==> src/rtl/cpu_pkg.sv <==
// Definitions shared across the CPU: fetch FSM encoding, boot constants and
// the instruction/data address-error detect.
package cpu_pkg;

  typedef enum logic [1:0] {
    F_REQ     = 2'd0,
    F_WAIT    = 2'd1,
    F_DISCARD = 2'd2,
    F_FULL    = 2'd3
  } fetch_state_e;

  localparam logic [31:0] CPU_RESET_PC  = 32'hBFC0_0000;
  localparam logic [31:0] CPU_NOP_INSTR = 32'h0000_0000;

  // Word accesses fault when either low address bit is set.
  function automatic logic addr_err(input logic [1:0] low_bits);
    return low_bits != 2'b00;
  endfunction

endpackage

==> src/rtl/fetch_state.sv <==
// Instruction fetch stage: one-at-a-time SRAM-like initiator, instruction
// register toward decode, and exception redirect with response discard.
module fetch_state
  import cpu_pkg::*;
#(
  parameter logic [31:0] RESET_PC  = CPU_RESET_PC,
  parameter logic [31:0] NOP_INSTR = CPU_NOP_INSTR
) (
  input  logic        Clk,
  input  logic        Clr_n,
  output logic        inst_sram_req,
  output logic [31:0] inst_sram_addr,
  input  logic        inst_sram_addr_ok,
  input  logic        inst_sram_data_ok,
  input  logic [31:0] inst_sram_rdata,
  input  logic [31:0] D_NewPC,
  input  logic        D_stall,
  input  logic        dm_stall,
  input  logic        exp_flush,
  input  logic [31:0] exception_new_pc,
  output logic [31:0] I_PC,
  output logic [31:0] I_PC_Pass,
  output logic [31:0] I_MipsInstr,
  output logic        I_nextNotReady,
  output logic        I_inst_illegal
);

  fetch_state_e state_q, state_d;
  logic [31:0]  fetch_pc_q, fetch_pc_d;
  logic [31:0]  ir_q, ir_d;
  logic [31:0]  ir_pc_q, ir_pc_d;
  logic         ir_valid_q, ir_valid_d;
  logic         ir_illegal_q, ir_illegal_d;
  logic         redirect_pending_q, redirect_pending_d;
  logic [31:0]  redirect_pc_q, redirect_pc_d;
  logic         req_q, req_d;
  logic         accept;

  assign accept = (state_q == F_FULL) && !D_stall && !dm_stall && !exp_flush;

  always_comb begin
    state_d            = state_q;
    fetch_pc_d         = fetch_pc_q;
    ir_d               = ir_q;
    ir_pc_d            = ir_pc_q;
    ir_valid_d         = ir_valid_q;
    ir_illegal_d       = ir_illegal_q;
    redirect_pending_d = redirect_pending_q;
    redirect_pc_d      = redirect_pc_q;

    case (state_q)
      F_REQ: begin
        if (!req_q) begin
          // Nothing on the bus yet (post-reset cycle or misaligned PC), so a redirect can apply directly.
          if (exp_flush) begin
            fetch_pc_d = exception_new_pc;
          end else if (addr_err(fetch_pc_q[1:0])) begin
            ir_d         = NOP_INSTR;
            ir_pc_d      = fetch_pc_q;
            ir_illegal_d = 1'b1;
            ir_valid_d   = 1'b1;
            state_d      = F_FULL;
          end
        end else begin
          if (exp_flush) begin
            redirect_pending_d = 1'b1;
            redirect_pc_d      = exception_new_pc;
          end
          if (inst_sram_addr_ok) begin
            state_d = (exp_flush || redirect_pending_q) ? F_DISCARD : F_WAIT;
          end
        end
      end

      F_WAIT: begin
        if (exp_flush) begin
          fetch_pc_d = exception_new_pc;
          state_d    = inst_sram_data_ok ? F_REQ : F_DISCARD;
        end else if (inst_sram_data_ok) begin
          ir_d         = inst_sram_rdata;
          ir_pc_d      = fetch_pc_q;
          ir_illegal_d = 1'b0;
          ir_valid_d   = 1'b1;
          state_d      = F_FULL;
        end
      end

      F_DISCARD: begin
        if (exp_flush) begin
          // A flush coinciding with the dropped response redirects at once.
          if (inst_sram_data_ok) begin
            fetch_pc_d         = exception_new_pc;
            redirect_pending_d = 1'b0;
            state_d            = F_REQ;
          end else begin
            redirect_pending_d = 1'b1;
            redirect_pc_d      = exception_new_pc;
          end
        end else if (inst_sram_data_ok) begin
          if (redirect_pending_q) begin
            fetch_pc_d         = redirect_pc_q;
            redirect_pending_d = 1'b0;
          end
          state_d = F_REQ;
        end
      end

      F_FULL: begin
        if (exp_flush) begin
          ir_valid_d = 1'b0;
          fetch_pc_d = exception_new_pc;
          state_d    = F_REQ;
        end else if (accept) begin
          ir_valid_d = 1'b0;
          fetch_pc_d = D_NewPC;
          state_d    = F_REQ;
        end
      end

      default: state_d = F_REQ;
    endcase

    req_d = (state_d == F_REQ) && !addr_err(fetch_pc_d[1:0]);
  end

  always_ff @(posedge Clk or negedge Clr_n) begin
    if (!Clr_n) begin
      state_q            <= F_REQ;
      fetch_pc_q         <= RESET_PC;
      ir_q               <= NOP_INSTR;
      ir_pc_q            <= 32'h0;
      ir_valid_q         <= 1'b0;
      ir_illegal_q       <= 1'b0;
      redirect_pending_q <= 1'b0;
      redirect_pc_q      <= 32'h0;
      req_q              <= 1'b0;
    end else begin
      state_q            <= state_d;
      fetch_pc_q         <= fetch_pc_d;
      ir_q               <= ir_d;
      ir_pc_q            <= ir_pc_d;
      ir_valid_q         <= ir_valid_d;
      ir_illegal_q       <= ir_illegal_d;
      redirect_pending_q <= redirect_pending_d;
      redirect_pc_q      <= redirect_pc_d;
      req_q              <= req_d;
    end
  end

  assign inst_sram_req  = req_q;
  assign inst_sram_addr = fetch_pc_q;
  assign I_PC           = ir_pc_q;
  assign I_PC_Pass      = ir_pc_q;
  assign I_MipsInstr    = ir_valid_q ? ir_q : NOP_INSTR;
  assign I_nextNotReady = !ir_valid_q;
  assign I_inst_illegal = ir_valid_q && ir_illegal_q;

endmodule
==> config.mk <==
export PLATFORM = sky130hd
export DESIGN_NAME = fetch_state
export DESIGN_NICKNAME = d
export VERILOG_FILES = /design/src/rtl/cpu_pkg.sv /design/src/rtl/fetch_state.sv
export SDC_FILE = /design/constraint.sdc
export NUM_CORES = 1
export LEC_CHECK = 0
export BUFFER_PORTS_ARGS = -buffer_cell sky130_fd_sc_hd__buf_2
export CAP_MARGIN = 25
export CORE_ASPECT_RATIO = 0.7
export CORE_MARGIN = 1.5
export CORE_UTILIZATION = 30
export CTS_BUF_LIST = sky130_fd_sc_hd__clkbuf_4 sky130_fd_sc_hd__clkbuf_8 sky130_fd_sc_hd__clkbuf_16
export CTS_CLUSTER_SIZE = 14
export DETAILED_ROUTE_END_ITERATION = 12
export MAX_ROUTING_LAYER = met4
export SYNTH_ARGS = -nofsm -noshare
export SYNTH_HDL_FRONTEND = slang
export SYNTH_SLANG_ARGS = --single-unit
==> constraint.sdc <==
create_clock -name Clk -period 4.64 [get_ports Clk]
set_clock_uncertainty 0.15 [all_clocks]
set_input_delay 0.464 -clock Clk [delete_from_list [all_inputs] [get_ports Clk]]
set_output_delay 0.464 -clock Clk [all_outputs]
set_load 0.02 [all_outputs]
==> results of run 1 <==
==> per-layer routing <==
metal  vias to the layer above  global-route usage  wire length, um
li1                       2434                   -                -
met1                      2458               0.235             8870
met5                         -                   -                0
met2                       194               0.232             7460
met3                        12              0.0441             1090
met4                         0              0.0450              181
==> synthesized netlist by cell type (2+ instances only) <==
library cell / number / area, um2
buf_4: 32 / 240
inv_1: 4 / 15.0
mux2_2: 60 / 676
dfstp_2: 9 / 236
a22oi_1: 3 / 22.5
a221oi_1: 3 / 26.3
mux2_1: 4 / 45.0
a31oi_1: 2 / 12.5
nor3b_2: 3 / 37.5
a221o_1: 23 / 230
dfrtp_1: 125 / 3130
and2_1: 35 / 219
o31ai_1: 4 / 30.0
nor2_1: 10 / 37.5
clkbuf_1: 23 / 86.3
a21oi_1: 8 / 40.0
a32oi_1: 4 / 35.0
buf_2: 14 / 70.1
or3_1: 3 / 18.8
nor2b_1: 2 / 12.5
a22o_1: 38 / 333
mux2i_1: 2 / 20.0
o21ai_0: 47 / 235
buf_6: 2 / 22.5
nor3_1: 2 / 10.0
nand2b_1: 5 / 31.3
a211oi_1: 2 / 15.0
nand3_1: 4 / 20.0
nand2_1: 79 / 297
o22ai_1: 4 / 25.0
==> registers in the layout (all words and copies together) (netlist names), 2 cells and up <==
signal / count
I_PC: 32
state_q: 2
inst_sram_addr: 32
redirect_pc_q: 32
ir_q: 32
==> placed cells by master, fill, tap and decap left out, types with 3 or more instances in the layout <==
master and instances:
inv_6 4, a21oi_1 8, nand3_1 3, clkbuf_16 17, dfstp_2 9, mux2_2 60, o22ai_1 4, nand2_1 78
o21ai_0 47, bufinv_16 5, nand2b_1 5, a221oi_1 3, buf_2 232, and2_1 35, a221o_1 23, a22o_1 38
inv_1 4, or3_1 3, o31ai_1 4, a22oi_1 3, mux2_1 4, buf_4 8, dfrtp_1 125, a32oi_1 4
nor2_1 10
==> report_power, final <==
group          leakage [nW]  total, mW  switching, mW  internal [mW]
clock network         0.315       1.51          0.547          0.967
logic                  2.04       2.81           1.67           1.14
registers              1.66       2.22          0.445           1.77
total                  4.01       6.54           2.66           3.88
==> area by class of cell <==
class	instances	area [um2]	area share
Sequential cell	134	3360	0.407
Multi-Input combinational cell	365	2610	0.316
Timing Repair Buffer	243	1260	0.152
Clock buffer	18	433	0.0524
Tap cell	276	345	0.0418
Clock inverter	14	223	0.0270
Inverter	5	18.8	0.00227
Antenna cell	2	5.00	0.000606
==> worst paths after layout <==
check	start	to	slack, ns	depth (start not counted)
max	state_q[0]$_DFF_PN0_	I_PC[11]$_DFFE_PN0P_	1.87	4
min	exception_new_pc[10]	redirect_pc_q[10]$_DFFE_PN0P_	0.13	2
max reg2reg	state_q[0]$_DFF_PN0_	I_PC[11]$_DFFE_PN0P_	1.87	4
min reg2reg	ir_q[25]$_DFFE_PN0P_	ir_q[25]$_DFFE_PN0P_	0.32	2
max in group asynchronous	Clr_n	redirect_pc_q[12]$_DFFE_PN0P_	2.97	3
min in group asynchronous	Clr_n	I_PC[6]$_DFFE_PN0P_	0.40	2
==> worst register-to-register path, delay by kind of cell (launching register included) <==
family                 cells  cell delay [ns]
multiplexers               1             0.33
AND/OR/NAND/NOR            1             0.51
AO/OA/AOI/OAI              1             0.58
buffers and inverters      1             0.47
flip-flops                 1             0.61
==> what timing repair did <==
| action | in CTS | in global routing |
|---|---|---|
| hold endpoints to repair | 43 | 0 |
| hold buffers | 1 | 0 |
| setup buffers | 0 | 0 |
==> per-stage QoR <==
stage               std cells  hold slack [ns]  power (mW)  utilization
floorplan                 576           0.0184        4.28            -
finish                   1057            0.130        6.54        0.397
global placement         1021            0.294        5.05        0.364
detailed placement       1022            0.297        5.07        0.365
CTS                      1055            0.105        6.61        0.397
global route             1057            0.111        6.99        0.397
==> logic make-up after synthesis <==
group / Yosys count / share of synthesized area
buffers and inverters: 77 / 0.0692
muxes: 66 / 0.116
and+or+nand+nor: 152 / 0.118
DFF: 134 / 0.527
AOI/OAI and AO/OA: 147 / 0.170
==> summary.txt, run 1 <==
Run status
  – Status: finished, final reports clean

Die
  – Starting Density: 0.307
  – Die X: 177 um
  – Core area: 20800 um2
  – Full die area: 22200 um2
  – Die Ht: 125 um
  – # IOs: 234
  – Standard-cell rows: between 40 and 50

Timing
  – Final setup TNS: 0 ns
  – Fin. Hold Viols: 0
  – Final min period: 2.77 ns
  – RSZ-0062 raised after global routing: no
  – Worst Tran Pin Value: around 0.94 ns
  – Final setup margin: 1.87 ns
  – Setup-failing EPs final: 0
  – Slew margin rel.: 0.371
  – Final worst path period share: 0.597
  – Fmax: 361 MHz
  – Fin. max-slew vios: 0

Worst setup path
  – Worst Path Required: 4.79 ns
  – WP data arrival: 2.92 ns
  – Max FO, Critical Path: 57
  – Startpoint Class: flip-flop
  – Top delay family on crit path: flip-flops
  – CP peak stage delay: 0.61 ns
  – Crit Path Category: flip-flop to flip-flop
  – Crit-path slowest cell: dfrtp_1
  – Crit path buf inv count: 1
  – Setup crit end kind: flip-flop
  – Cell breakdown of the critical path: o31ai_1 -> nand3_4 -> buf_4 -> mux2_2

Placed design
  – Place WS: 1.91 ns
  – DP Area: 7590 um2
  – # port buffers: 233
  – Dpl hpwl: 12300 um
  – Final Wtd Congestion: 0.829

Layout
  – Design area: 8260 um2
  – Final nets: a little under 900
  – Share of cells above drive strength 1: 0.454
  – Fill cell count: 2079
  – Synth-to-layout area growth: 29.3%

Logic synthesis
  – Post-synthesis sequential area ratio: 0.527
  – Mapped Area: 6390 um2
  – Syn. warnings: 0
  – Synth Net Count: 679
  – Ys async rst share: 1.00
  – Post-synthesis cell count: 576
  – Synthesized flop and latch total: 134
  – Synth unique cells: 50
  – Main flop type after synthesis: dfrtp_1
  – Mapped Avg Cell Area: 11.1 um2
  – Post-synth EDFFs: 0

Job
  – Max cap viols: 0

Clock tree
  – Latest clock arrival within the worst-skew pair: 0.42 ns
  – CTS buffer count: 17
  – Deepest clock path buffer count: 2
  – Clock root buffer: clkbuf_16
  – CTS clock-pin slew for the worst setup and hold paths: 0.06 ns
  – CTS tree: built
  – PostCTS Resize Cnt: 0
  – Clock Sink Count: 134
  – Htree depth: 4

Routing
  – # DRC: 0
  – Routed wire length: 17600 um
  – Routed len/inst: 16.7 um
  – Routed Antenna Nets: 0
  – Via count: 5098
  – Vias per cell: 4.82
  – Initial drt markers: roughly 260
  – 1st-pass router iterations: 4

GRT
  – Largest net degree at the start of global routing: 58
  – Initial antenna violation count: 2
  – GR Overflow Total: 0
  – GR Util All Layers: 0.166
  – Number of global-route vias before repair: between 4000 and 5000
  – Global-route wire length before repair: 27300 um

Power
  – PwrDens: 792 nW/um2
  – VDD IR max: roughly 0.35 mV
  – Pleak: 4.01 nW

Worst hold path
  – Worst Hold Class: primary input to flip-flop
Note: power is estimated with default switching activity, not from simulation.
==> run 2: changes to the inputs <==
- clock period: 4.64 -> 2.5 ns (I/O delays scaled with it)
==> run 2 against run 1 <==
Compared with the run above:
- routed wire length increased by 7.9%
- clock power increased by 81%
- via count increased by 7.5%
- first-iteration DRC count decreased by 7.2%
- total power increased by 89%
- non-clock buffer count increased by 84
- clock-buffer cell count increased by 2
- core utilization increased by 3.9 points
- sequential power increased by 83%
- final cell count increased by 7.8%
==> summary.txt, run 2 (synthesis gave the netlist of run 1 again) <==
GRT
  – Largest net degree at the start of global routing: 79 (+36%)
  – Grt met3 use: 0.0417 (-0.00243)
  – GR Util All Layers: 0.178 (+0.0117)
  – Busiest grt layer: met2
  – Initial antenna violation count: 0 (-2)
  – Number of global-route vias before repair: 5321 (+11%)
  – Met1 usage: 0.244 (+0.00889)
  – Global-route wire length before repair: 29600 um (+8.3%)
  – Met2 Resource Use GR: 0.263 (+0.0310)
  – GR Overflow Total: 0 (unchanged)

Die
  – Die Ht: 125 um (unchanged)
  – # IOs: 234 (unchanged)
  – Full die area: 22200 um2 (unchanged)
  – Starting Density: 0.307 (unchanged)
  – Standard-cell rows: 44 (unchanged)
  – Die X: 177 um (unchanged)
  – Core area: 20800 um2 (unchanged)

Clock tree
  – CTS tree: built
  – CTS buffer count: 17 (unchanged)
  – Htree depth: 4 (unchanged)
  – Clock Sink Count: 134 (unchanged)
  – Deepest clock path buffer count: 2 (unchanged)
  – Latest clock arrival within the worst-skew pair: 0.42 ns (about the same)
  – Clock root buffer: clkbuf_16
  – CTS clock-pin slew for the worst setup and hold paths: 0.06 ns (about the same)
  – PostCTS Resize Cnt: 0 (unchanged)

Worst setup path
  – Cell breakdown of the critical path: and2_1 -> buf_2
  – Max FO, Critical Path: 35 (-39%)
  – Crit Path Category: flip-flop to primary output
  – CP peak stage delay: 0.92 ns (+0.31 ns)
  – Startpoint Class: flip-flop
  – Worst Path Required: 2.10 ns (-2.69 ns)
  – Crit-path slowest cell: dfrtp_1
  – Setup crit end kind: primary output
  – WP data arrival: 1.79 ns (-1.13 ns)

Timing
  – Fmax: about 460 MHz
  – Final setup margin: 0.305 ns (-1.56 ns)
  – Final min period: 2.19 ns
  – Worst Tran Pin Value: 0.904 ns (-0.0392 ns)
  – Final worst path period share: 0.878
  – Slew margin rel.: 0.397 (+0.0262)
  – RSZ-0062 raised after global routing: no
  – Fin. max-slew vios: 0 (unchanged)
  – Final setup TNS: 0 ns (unchanged)
  – Fin. Hold Viols: 0 (unchanged)
  – Fin Hold WS: 0.0271 ns (-0.103 ns)
  – Setup-failing EPs final: 0 (unchanged)

Routing
  – 1st-pass router iterations: 5 (+1)
  – Initial drt markers: 244 (-7.2%)
  – # DRC: 0 (unchanged)
  – Routed wire length: 19000 um (+7.9%)
  – Routed Antenna Nets: 0 (unchanged)
  – Via count: 5479 (+7.5%)
  – Routed len/inst: 16.7 um (+0.13%)
  – Vias per cell: 4.81 (-0.26%)

Run status
  – Status: finished, final reports clean

Layout
  – Synth-to-layout area growth: 42.0%
  – Design area: 9070 um2 (+9.8%)
  – # diodes: 0 (-2)
  – Final nets: 953 (+9.7%)
  – Fill cell count: 1981 (-4.7%)
  – Commonest non-fill, non-tap cell in the layout: buf_2
  – Share of cells above drive strength 1: 0.426 (-0.0280)
  – Commonest non-fill, non-tap cells in the layout: 232 x buf_2, 125 x dfrtp_1, 78 x nand2_1

Power
  – Pleak: 4.38 nW (+9.3%)
  – PwrDens: 1360 nW/um2 (+72%)
  – VDD IR max: 0.631 mV (+78%)

Placed design
  – Dpl hpwl: 12900 um (+4.8%)
  – Place WS: 0.353 ns (-1.56 ns)
  – DP Area: 7720 um2 (+1.8%)
  – Final Wtd Congestion: 0.872 (+5.1%)
  – # port buffers: 233 (unchanged)

Job
  – Max cap viols: 0 (unchanged)

Worst hold path
  – Worst Hold Class: primary input to flip-flop
## run 2: changes by cell type in the layout (fill, tap and decap cells not counted)
| cell | before | now |
|---|---|---|
| inv_6 | 4 | 0 |
| buf_4 | 8 | 20 |
| dlygate4sd3_1 | 1 | 71 |
| buf_8 | 1 | 0 |
| clkinv_4 | 2 | 4 |
| clkbuf_8 | 0 | 2 |
| clkinvlp_4 | 2 | 1 |
| clkinv_2 | 1 | 3 |
| bufinv_16 | 5 | 4 |
| diode_2 | 2 | 0 |
| buf_12 | 0 | 3 |
## run 2: final cells by class
cell class,count,area [um2],area share
sequential,134,3360,0.371
timing repair buffer,327,2090,0.231
inverter,5,18.8,0.00207
tap,276,345,0.0381
clock buffer,20,460,0.0508
multi-input combinational,365,2610,0.288
clock inverter,12,178,0.0196
## run 2: worst paths after layout
| path | from | to | slack, ns | cells past startpoint |
|---|---|---|---|---|
| max | ir_valid_q$_DFFE_PN0P_ | I_MipsInstr[10] | 0.31 | 2 |
| min | D_NewPC[31] | inst_sram_addr[31]$_DFFE_PN1P_ | 0.03 | 3 |
| max reg2reg | state_q[0]$_DFF_PN0_ | I_PC[27]$_DFFE_PN0P_ | 0.32 | 5 |
| min reg2reg | ir_q[23]$_DFFE_PN0P_ | ir_q[23]$_DFFE_PN0P_ | 0.32 | 2 |
| max in group asynchronous | Clr_n | inst_sram_addr[24]$_DFFE_PN1P_ | 1.28 | 3 |
| min in group asynchronous | Clr_n | I_PC[6]$_DFFE_PN0P_ | 0.18 | 2 |
## run 2: metrics by stage
stage          instances   util  power [mW]
3_5_place_dp        1036  0.371        9.59
5_1_grt             1139  0.436        13.1
3_3_place_gp        1036  0.371        9.53
4_1_cts             1139  0.436        12.5
6_report            1139  0.436        12.4
2_1_floorplan        576      -        7.94
## run 2: layer usage
metal | up-vias | part of all wire
met5 | - | 0
met4 | 0 | 0.0078
met3 | 15 | 0.067
met2 | 233 | 0.44
met1 | 2629 | 0.48
li1 | 2602 | -
## run 2: repair_timing
| action | in CTS | in global routing |
|---|---|---|
| endpoints found under the hold margin | 122 | 0 |
| hold buffers | 71 | 0 |
| setup buffers | 0 | 0 |
## run 2: power by group
group | internal [mW] | switching [mW]
Clock | 1.73 | 0.993
Sequential | 3.29 | 0.765
Combinational | 2.32 | 3.26
Total | 7.35 | 5.01
## run 2: critical path: cells and delay by family (launching register included)
| kind | cells | cell delay, ns |
|---|---|---|
| flops | 1 | 0.92 |
| buf+inv | 1 | 0.18 |
| simple gates | 1 | 0.26 |
